--- config.mk ---
export PLATFORM = sky130hd
export DESIGN_NAME = aes_key_sched_ctrl
export DESIGN_NICKNAME = d
export VERILOG_FILES = /design/src/rtl/aes_pkg.sv /design/src/rtl/aes_rk_req_port.sv /design/src/rtl/aes_key_sched_ctrl.sv
export SDC_FILE = /design/constraint.sdc
export NUM_CORES = 1
export LEC_CHECK = 0
export ABC_AREA = 1
export CAP_MARGIN = 20
export CORE_AREA = 2 2 213 215
export CTS_CLUSTER_SIZE = 10
export DETAILED_ROUTE_END_ITERATION = 6
export DIE_AREA = 0 0 215 217
export HOLD_SLACK_MARGIN = 0.03
export PLACE_DENSITY = 0.62
export SLEW_MARGIN = 40
export SYNTH_ARGS = -nofsm -noshare
export SYNTH_HDL_FRONTEND = slang
export SYNTH_HIERARCHICAL = 1
export SYNTH_SLANG_ARGS = --single-unit
--- constraint.sdc ---
create_clock -name clk_i -period 4.3 [get_ports clk_i]
set_input_delay 0.43 -clock clk_i [delete_from_list [all_inputs] [get_ports clk_i]]
set_output_delay 0.43 -clock clk_i [all_outputs]
set_load 0.005 [all_outputs]
--- src/rtl/aes_pkg.sv ---
// Shared constants and FSM state type for the AES-128 key-schedule controller.
package aes_pkg;

    localparam int AES_KEY_W = 128;
    localparam int AES128_NR = 10;
    localparam int RK_IDX_W  = 4;

    typedef enum logic [1:0] {
        ST_IDLE   = 2'd0,
        ST_START  = 2'd1,
        ST_EXPAND = 2'd2,
        ST_READY  = 2'd3
    } key_state_e;

endpackage

--- src/rtl/aes_rk_req_port.sv ---
// Round-key request port output stage: registers grant, error and the served key.
module aes_rk_req_port
    import aes_pkg::*;
(
    input  logic                 i_clk,
    input  logic                 i_rst_n,
    input  logic                 i_clear,
    input  logic                 i_grant,
    input  logic                 i_error,
    input  logic [AES_KEY_W-1:0] i_rd_key,
    output logic                 o_gnt,
    output logic                 o_err,
    output logic [AES_KEY_W-1:0] o_rk
);

    logic                 r_gnt;
    logic                 r_err;
    logic [AES_KEY_W-1:0] r_rk;

    // Grant/error pulses and the key register; an error serves an all-zero key.
    always_ff @(posedge i_clk or negedge i_rst_n) begin
        if (!i_rst_n) begin
            r_gnt <= 1'b0;
            r_err <= 1'b0;
            r_rk  <= {AES_KEY_W{1'b0}};
        end else if (i_clear) begin
            r_gnt <= 1'b0;
            r_err <= 1'b0;
            r_rk  <= {AES_KEY_W{1'b0}};
        end else begin
            r_gnt <= i_grant | i_error;
            r_err <= i_error;
            if (i_error) begin
                r_rk <= {AES_KEY_W{1'b0}};
            end else if (i_grant) begin
                r_rk <= i_rd_key;
            end else begin
                r_rk <= r_rk;
            end
        end
    end

    assign o_gnt = r_gnt;
    assign o_err = r_err;
    assign o_rk  = r_rk;

endmodule

--- src/rtl/aes_key_sched_ctrl.sv ---
// AES-128 key-schedule controller: key handshake, expansion sequencing and round-key serving.
// Optional build macro AES_KEY_CTRL_ZEROIZE_EN adds zeroize_i to wipe key material.
module aes_key_sched_ctrl
    import aes_pkg::*;
#(
    parameter int NR = AES128_NR
) (
    input  logic                 clk_i,
    input  logic                 rst_ni,
    input  logic                 key_valid_i,
    input  logic [AES_KEY_W-1:0] key_i,
    output logic                 key_ready_o,
    output logic                 exp_start_o,
    output logic [AES_KEY_W-1:0] exp_key_o,
    input  logic [NR:0]          exp_done_i,
    output logic [RK_IDX_W-1:0]  exp_rd_idx_o,
    input  logic [AES_KEY_W-1:0] exp_rd_key_i,
`ifdef AES_KEY_CTRL_ZEROIZE_EN
    input  logic                 zeroize_i,
`endif
    input  logic                 rk_req_i,
    input  logic [RK_IDX_W-1:0]  rk_idx_i,
    output logic                 rk_gnt_o,
    output logic [AES_KEY_W-1:0] rk_o,
    output logic                 rk_err_o,
    output logic                 busy_o
);

    localparam int                IDX_SPAN = 1 << RK_IDX_W;
    localparam logic [RK_IDX_W-1:0] LAST_IDX = RK_IDX_W'(NR);

    key_state_e           r_state;
    key_state_e           w_state_nxt;
    logic [AES_KEY_W-1:0] r_exp_key;
    logic                 r_exp_start;
    logic [IDX_SPAN-1:0]  w_done_ext;
    logic                 w_zeroize;
    logic                 w_handshake;
    logic                 w_serving;
    logic                 w_idx_ok;
    logic                 w_accept;
    logic                 w_grant;
    logic                 w_error;
    logic                 w_gnt;

`ifdef AES_KEY_CTRL_ZEROIZE_EN
    assign w_zeroize = zeroize_i;
`else
    assign w_zeroize = 1'b0;
`endif

    assign key_ready_o  = (r_state == ST_IDLE) || (r_state == ST_READY);
    assign busy_o       = (r_state == ST_START) || (r_state == ST_EXPAND);
    assign exp_start_o  = r_exp_start;
    assign exp_key_o    = r_exp_key;
    assign exp_rd_idx_o = rk_idx_i;

    // Indices above NR read a zero-padded flag, so they never look serviceable.
    assign w_done_ext  = IDX_SPAN'(exp_done_i);
    assign w_handshake = key_valid_i & key_ready_o;
    assign w_serving   = (r_state == ST_EXPAND) || (r_state == ST_READY);
    assign w_idx_ok    = (rk_idx_i <= LAST_IDX);
    // A key load or zeroize wins over a request; nothing is regranted in the grant cycle.
    assign w_accept    = rk_req_i & ~w_handshake & ~w_zeroize & ~w_gnt;
    assign w_grant     = w_accept & w_serving & w_idx_ok & w_done_ext[rk_idx_i];
    assign w_error     = w_accept & ((w_serving & ~w_idx_ok) | (r_state == ST_IDLE));

    // Next-state selection for the key sequencing FSM.
    always_comb begin
        w_state_nxt = r_state;
        if (w_zeroize) begin
            w_state_nxt = ST_IDLE;
        end else begin
            case (r_state)
                ST_IDLE:   w_state_nxt = w_handshake ? ST_START : ST_IDLE;
                ST_START:  w_state_nxt = ST_EXPAND;
                ST_EXPAND: w_state_nxt = exp_done_i[NR] ? ST_READY : ST_EXPAND;
                ST_READY:  w_state_nxt = w_handshake ? ST_START : ST_READY;
                default:   w_state_nxt = ST_IDLE;
            endcase
        end
    end

    // State, held cipher key and the one-cycle expansion start pulse.
    always_ff @(posedge clk_i or negedge rst_ni) begin
        if (!rst_ni) begin
            r_state     <= ST_IDLE;
            r_exp_key   <= {AES_KEY_W{1'b0}};
            r_exp_start <= 1'b0;
        end else begin
            r_state     <= w_state_nxt;
            r_exp_start <= w_handshake & ~w_zeroize;
            if (w_zeroize) begin
                r_exp_key <= {AES_KEY_W{1'b0}};
            end else if (w_handshake) begin
                r_exp_key <= key_i;
            end else begin
                r_exp_key <= r_exp_key;
            end
        end
    end

    aes_rk_req_port u_req_port (
        .i_clk    (clk_i),
        .i_rst_n  (rst_ni),
        .i_clear  (w_zeroize),
        .i_grant  (w_grant),
        .i_error  (w_error),
        .i_rd_key (exp_rd_key_i),
        .o_gnt    (w_gnt),
        .o_err    (rk_err_o),
        .o_rk     (rk_o)
    );

    assign rk_gnt_o = w_gnt;

endmodule
# Word level (Yosys, flattened, before mapping)
# Cells that the tools add are included.
# Widths: inputs -> output; s select.
[totals] ff_bits=261 inputBits=275 out_inout_bits=265 elab_cells=37
[classes] magnitude_cmp=2 eq_ne=3 mux=8 bitwise_logic=13 n_reduce_logical=5
[op_table] op="$mux 128" n=2
[op_table] op="$and 1x1->1" n=8
[op_table] op="$pmux 2 s4" n=1
[op_table] op="$lt 4x5->1 const B" n=1
[op_table] op="$bmux 1 s4" n=1
[op_table] op="$eq 2x2->1 const B" n=2
[op_table] op="$le 4x4->1 const B" n=1
[op_table] op="$logic_or 1x1->1" n=3
[op_table] op="$mux 1" n=3
[op_table] op="$not 1->1" n=3
[op_table] op="$eq 2x1->1 const B" n=1
[op_table] op="$logic_not 2->1" n=1
[op_table] op="$mux 2" n=1
[op_table] op="$or 1x1->1" n=2
[op_table] op="$reduce_bool 2->1" n=1

# Logic depth before layout (Yosys ltp)
[depth] ltp_word=11 mapped_depth=13 depth_no_buf=11

# Hierarchy
# Netlist, hierarchy kept.
[modules_own_cells] mod="aes_rk_req_port" n_inst=1 cells_each=589 area_each_um2=5720.5 seq_area_each_um2=3253.1
[modules_own_cells] mod="aes_key_sched_ctrl" n_inst=1 cells_each=599 area_each_um2=5215.0 seq_area_each_um2=3278.1

# Worst setup path before layout
# OpenSTA, ideal clock, no wires.
[synth_path] path_type="register to register" startpoint="reg r_state[1]" endpoint="reg u_req_port.r_rk[100] (netlist: u_req_port/o_rk[100])" arrival_ns=1.872 t_required_ns=4.182 slack_ns=2.310 path_stages_with_launch=12 n_path_buf=2 period_less_slack_ns=1.990 path_cell_list="dfrtp_1 inv_1 ha_1 inv_2 nand2_2 nand3b_1 nor3_1 inv_2 buf_4 buf_2 nand4_1 nand2_1"
[synth_between] word_cells_on_any_way=17
[synth_rtl] element="start, declared" line="aes_key_sched_ctrl.sv:32" text="key_state_e r_state;"
[synth_rtl] element="start signal, assigned" line="aes_key_sched_ctrl.sv:91" text="r_state <= w_state_nxt;"
[synth_rtl] element="$eq 2x2->1 or $logic_not 2->1 (tied branches)" line="aes_key_sched_ctrl.sv:52" text="assign key_ready_o = (r_state == ST_IDLE) || (r_state == ST_READY);"
[synth_rtl] element="$logic_or 1x1->1 *" line="aes_key_sched_ctrl.sv:52"
[synth_rtl] element="named net key_ready_o" line="aes_key_sched_ctrl.sv:12" text="output logic key_ready_o,"
[synth_rtl] element="$and 1x1->1 *" line="aes_key_sched_ctrl.sv:60" text="assign w_handshake = key_valid_i & key_ready_o;"
[synth_rtl] element="$not 1->1 *" line="aes_key_sched_ctrl.sv:64" text="assign w_accept = rk_req_i & ~w_handshake & ~w_zeroize & ~w_gnt;"
[synth_rtl] element="$and 1x1->1 * (2 in series)" line="aes_key_sched_ctrl.sv:64"
[synth_rtl] element="$and 1x1->1 *" line="aes_key_sched_ctrl.sv:66" text="assign w_error = w_accept & ((w_serving & ~w_idx_ok) | (r_state == ST_IDLE));"
[synth_rtl] element="named net w_error" line="aes_key_sched_ctrl.sv:43" text="logic w_error;"
[synth_rtl] element="$mux 128 or $reduce_bool 2->1 (tied branches)"
[synth_rtl] element="end signal, assigned" line="aes_rk_req_port.sv:34" text="r_rk <= {AES_KEY_W{1'b0}};"
[synth_rtl] element="end signal, assigned" line="aes_rk_req_port.sv:36" text="r_rk <= i_rd_key;"
[synth_rtl] element="end signal, assigned" line="aes_rk_req_port.sv:38" text="r_rk <= r_rk;"
[synth_rtl] element="end, declared" line="aes_rk_req_port.sv:18" text="logic [AES_KEY_W-1:0] r_rk;"
# Mark *: on every way through the listed nets, which the timed path passes. The rest lies on a longest branch.
# A chain may end at the register's enable or synchronous reset.

# Final worst setup path
[layout_path] startpoint="reg r_state[1]" endpoint="reg u_req_port.r_rk[67] (netlist: u_req_port/o_rk[67])"
[layout_between] word_cells_on_any_way=17
[layout_rtl] element="$eq 2x2->1 or $logic_not 2->1 (tied branches)" line="aes_key_sched_ctrl.sv:52, aes_key_sched_ctrl.sv:61, aes_key_sched_ctrl.sv:66"
[layout_rtl] element="$logic_or 1x1->1" line="aes_key_sched_ctrl.sv:52"
[layout_rtl] element="$and 1x1->1" line="aes_key_sched_ctrl.sv:60"
[layout_rtl] element="$not 1->1" line="aes_key_sched_ctrl.sv:64"
[layout_rtl] element="$and 1x1->1 (2 in series)" line="aes_key_sched_ctrl.sv:64"
[layout_rtl] element="$and 1x1->1 *" line="aes_key_sched_ctrl.sv:66"
[layout_rtl] element="named net w_error" line="aes_key_sched_ctrl.sv:43"
[layout_rtl] element="$mux 128 or $reduce_bool 2->1 (tied branches)"
# Marked as above.

==> parameters.txt <==
Parameter                              Value

Place
  Last weighted congestion value of the routability-driven placer    0.8838
  Sum of net half-perimeters after detailed placement    26.25 mm
  Number of port buffers    539

Floorplanning
  Overall die width    215 µm
  Die Span Y    217 µm
  Num ports    540
  Die footprint    46660 µm²
  Initial Utilization    24.47%
  Area of the core    44700 µm²
  Number of rows created at floorplan    78

Global routing
  Number of antenna violations at the first check in global routing    2
  GRT Total Usage    16.26%
  GRT overflow    0
  Via count of the first global-routing pass    10.12k
  Global-route wire length before repair    60.27 mm
  Pin count of the biggest net entering global routing    257

Detailed routing
  Number of search-and-repair iterations in the first detailed-routing pass    5
  Average routed wire per standard cell    17.01 µm
  Final wirelength    39.04 mm
  First-iteration detailed-routing DRC count    892
  Post-DRT Antenna Nets    0
  Total vias in the final route    10.22k
  Residual DRC count    0
  Average via count per standard cell    4.454

STA
  Setup repair after global routing missed its margin    false
  Timing-limited maximum frequency    0.3628 GHz
  Slew at the pin with the worst max-slew slack    0.7967 ns
  Number of slew-limit violations in the final report    0
  Worst Skew    0.01208 ns
  WHS    0.4326 ns
  Setup tns final    0 ns
  Worst max-slew margin expressed relative to the limit    46.88%
  Number of setup violations in the final report    0
  Final hold violation count    0
  Time the final worst path needs with I/O delays and setup    2.756 ns
  Tcrit/Tclk final    64.10%

Synthesis
  Count of mapped cells out of synthesis    1188
  Per-instance average area after synthesis    9.205 µm²
  Cell variety after synth    20
  Synth Cell Area    10940 µm²
  Share of synthesized area occupied by flip-flops and latches    59.73%
  Synth warnings    6
  Yosys reg bits    261

Clock network
  Clock insertion delay at the later pin of the skew report    0.52 ns
  Count of clock tree sinks    261
  Clock-pin transition on the worst setup and hold timing paths    0.06 ns
  Cell chosen for the clock root    clkbuf_16
  Number of levels the H-tree was split into    2
  Number of buffers between clock root and the deepest sink    3
  Clock buffer count from CTS    34
  Clock tree from TritonCTS    built

Setup path
  WP data arrival    3.15 ns
  Largest delay contributor family on the critical path    simple AND/OR/NAND/NOR gates
  Highest fanout seen on the critical path    121
  Data required time of the critical path    4.70 ns
  Critical path start-end classification    flip-flop to flip-flop
  Library cell contributing the largest single delay on the critical path    nor3_1
  Buffers and inverters on the worst path    4
  Worst setup SP type    flip-flop
  Critical path's largest stage delay    0.45 ns
  Critical path, cell by cell    inv_1 -> ha_1 -> inv_2 -> nand2_4 -> nand3b_1 -> nor3_1 -> clkinv_2 -> buf_12 -> nand4_1 -> nand2_1
  Endpoint class of the critical path    flip-flop

Min path
  Worst hold-check path type    primary input to asynchronous set/reset pin

Power
  Power Density    550.7 nW/µm²
  Max IR drop VDD    0.0004179 V
  LEAKAGE    8.377 nW

Flow run
  Max Cap Violations    0

Final layout
  Ratio of cells with drive above 1 in the final layout    3.839%
  Synth-to-layout area growth    60.74%
  # nets final    1953

Run status
  Status    complete, no violations
[worst register-to-register path, stage by stage, from the launching register on]
cell and delay, ns:
dfrtp_1 0.39, inv_1 0.09, ha_1 0.37, inv_2 0.08
nand2_4 0.13, nand3b_1 0.12, nor3_1 0.45, clkinv_2 0.27
buf_12 0.27, nand4_1 0.42, nand2_1 0.07
[stage by stage]
step | setup slack, ns | utilization, % | cell area (µm²) | power [mW] | cells
2_1_floorplan | 2.310 | - | 10940 | 5.126 | 1190
3_3_place_gp | 1.460 | 36.87 | 16480 | 6.979 | 2237
3_5_place_dp | 1.353 | 36.87 | 16480 | 7.033 | 2237
4_1_cts | 1.596 | 39.25 | 17540 | 9.832 | 2292
5_1_grt | 1.371 | 39.33 | 17580 | 10.28 | 2295
6_report | 1.544 | 39.33 | 17580 | 9.680 | 2295
[where the power goes]
| group | switching, mW | internal (mW) |
|---|---|---|
| Combinational | 1.77 | 1.75 |
| Clock | 1.05 | 1.65 |
| Sequential | 0.345 | 3.11 |
[repair_timing]
item	4_1_cts	5_1_grt
endpoints found under the hold margin	98	0
gates resized for setup	0	0
setup endpoints to repair	0	0
hold buffers	1	0
setup buffers	0	0
[sequential cells by signal, indices dropped and copies added (netlist names)]
name / count
u_req_port/o_rk: 128
u_req_port/o_gnt: 1
u_req_port/o_err: 1
exp_start_o: 1
r_state: 2
exp_key_o: 128
[synth_stat cells]
master,instances,share of area (%)
inv_1,8,0.27
o21bai_1,1,0.069
o21ai_0,1,0.046
nand4_1,128,7.3
conb_1,1,0.034
a21oi_1,3,0.14
ha_1,3,0.34
nand3_1,137,6.3
nor3_1,1,0.046
nor2_1,9,0.31
clkbuf_1,1,0.034
nand3b_1,1,0.069
nor2_4,1,0.10
nand2_2,1,0.057
buf_4,10,0.69
buf_2,54,2.5
inv_2,4,0.14
dfrtp_1,261,60
buf_6,37,3.8
nand2_1,526,18
[worst paths after layout]
check	startpoint	to	slack, ns	cells past startpoint
setup / recovery	r_state[1]	u_req_port/o_rk[67]	1.54	10
hold / removal	rst_ni	u_req_port/o_rk[99]	0.43	2
setup reg to reg	r_state[1]	u_req_port/o_rk[67]	1.54	10
hold reg to reg	exp_key_o[15]	exp_key_o[15]	0.47	2
max in group asynchronous	rst_ni	u_req_port/o_rk[57]	2.74	4
min in group clk_i	key_i[94]	exp_key_o[94]	0.45	3
[cells in the final DEF, fill, tap and decap left out, drive strengths merged, types with 2 or more instances in the layout]
cell type / Yosys / final
buf: 101 / 12
conb: 1 / 3
clkdlybuf4s50: 0 / 538
a21oi: 3 / 3
clkinv: 0 / 4
nand3: 137 / 137
nor2: 10 / 10
nand4: 128 / 128
dfrtp: 261 / 261
ha: 3 / 3
inv: 12 / 11
clkbuf: 1 / 51
nand2: 527 / 527
diode: 0 / 2
[cell type report]
type | instances | area (µm²)
Tap cell | 600 | 750.7
Fill cell | 4506 | 27120
Clock inverter | 3 | 15.01
Sequential cell | 261 | 6531
Multi-Input combinational cell | 815 | 3613
Inverter | 12 | 48.80
Antenna cell | 2 | 5.005
Timing Repair Buffer | 551 | 5575
Clock buffer | 51 | 1039
[layer usage]
metal  share of wire, %  vias to the layer above  wire length, µm  GRT usage (%)
li1                   -                     4872                -              -
met1                 41                     4884            15920          20.27
met2                 48                      398            18810          26.53
met3                7.8                       69             3047          4.920
met4                3.2                        0             1261          6.253
met5                  0                        -                0              0
[cells by family (layout without fill, tap and decap cells)]
| group | after synthesis | after routing | synth area share [%] |
|---|---|---|---|
| other cells | 1 | 5 | 0.03429 |
| buf+inv | 114 | 617 | 7.414 |
| simple gates | 804 | 804 | 32.23 |
| fa+ha+maj | 3 | 3 | 0.3433 |
| flops | 261 | 261 | 59.73 |
| compound gates | 5 | 5 | 0.2517 |
Note: power is estimated with default switching activity, not from simulation.
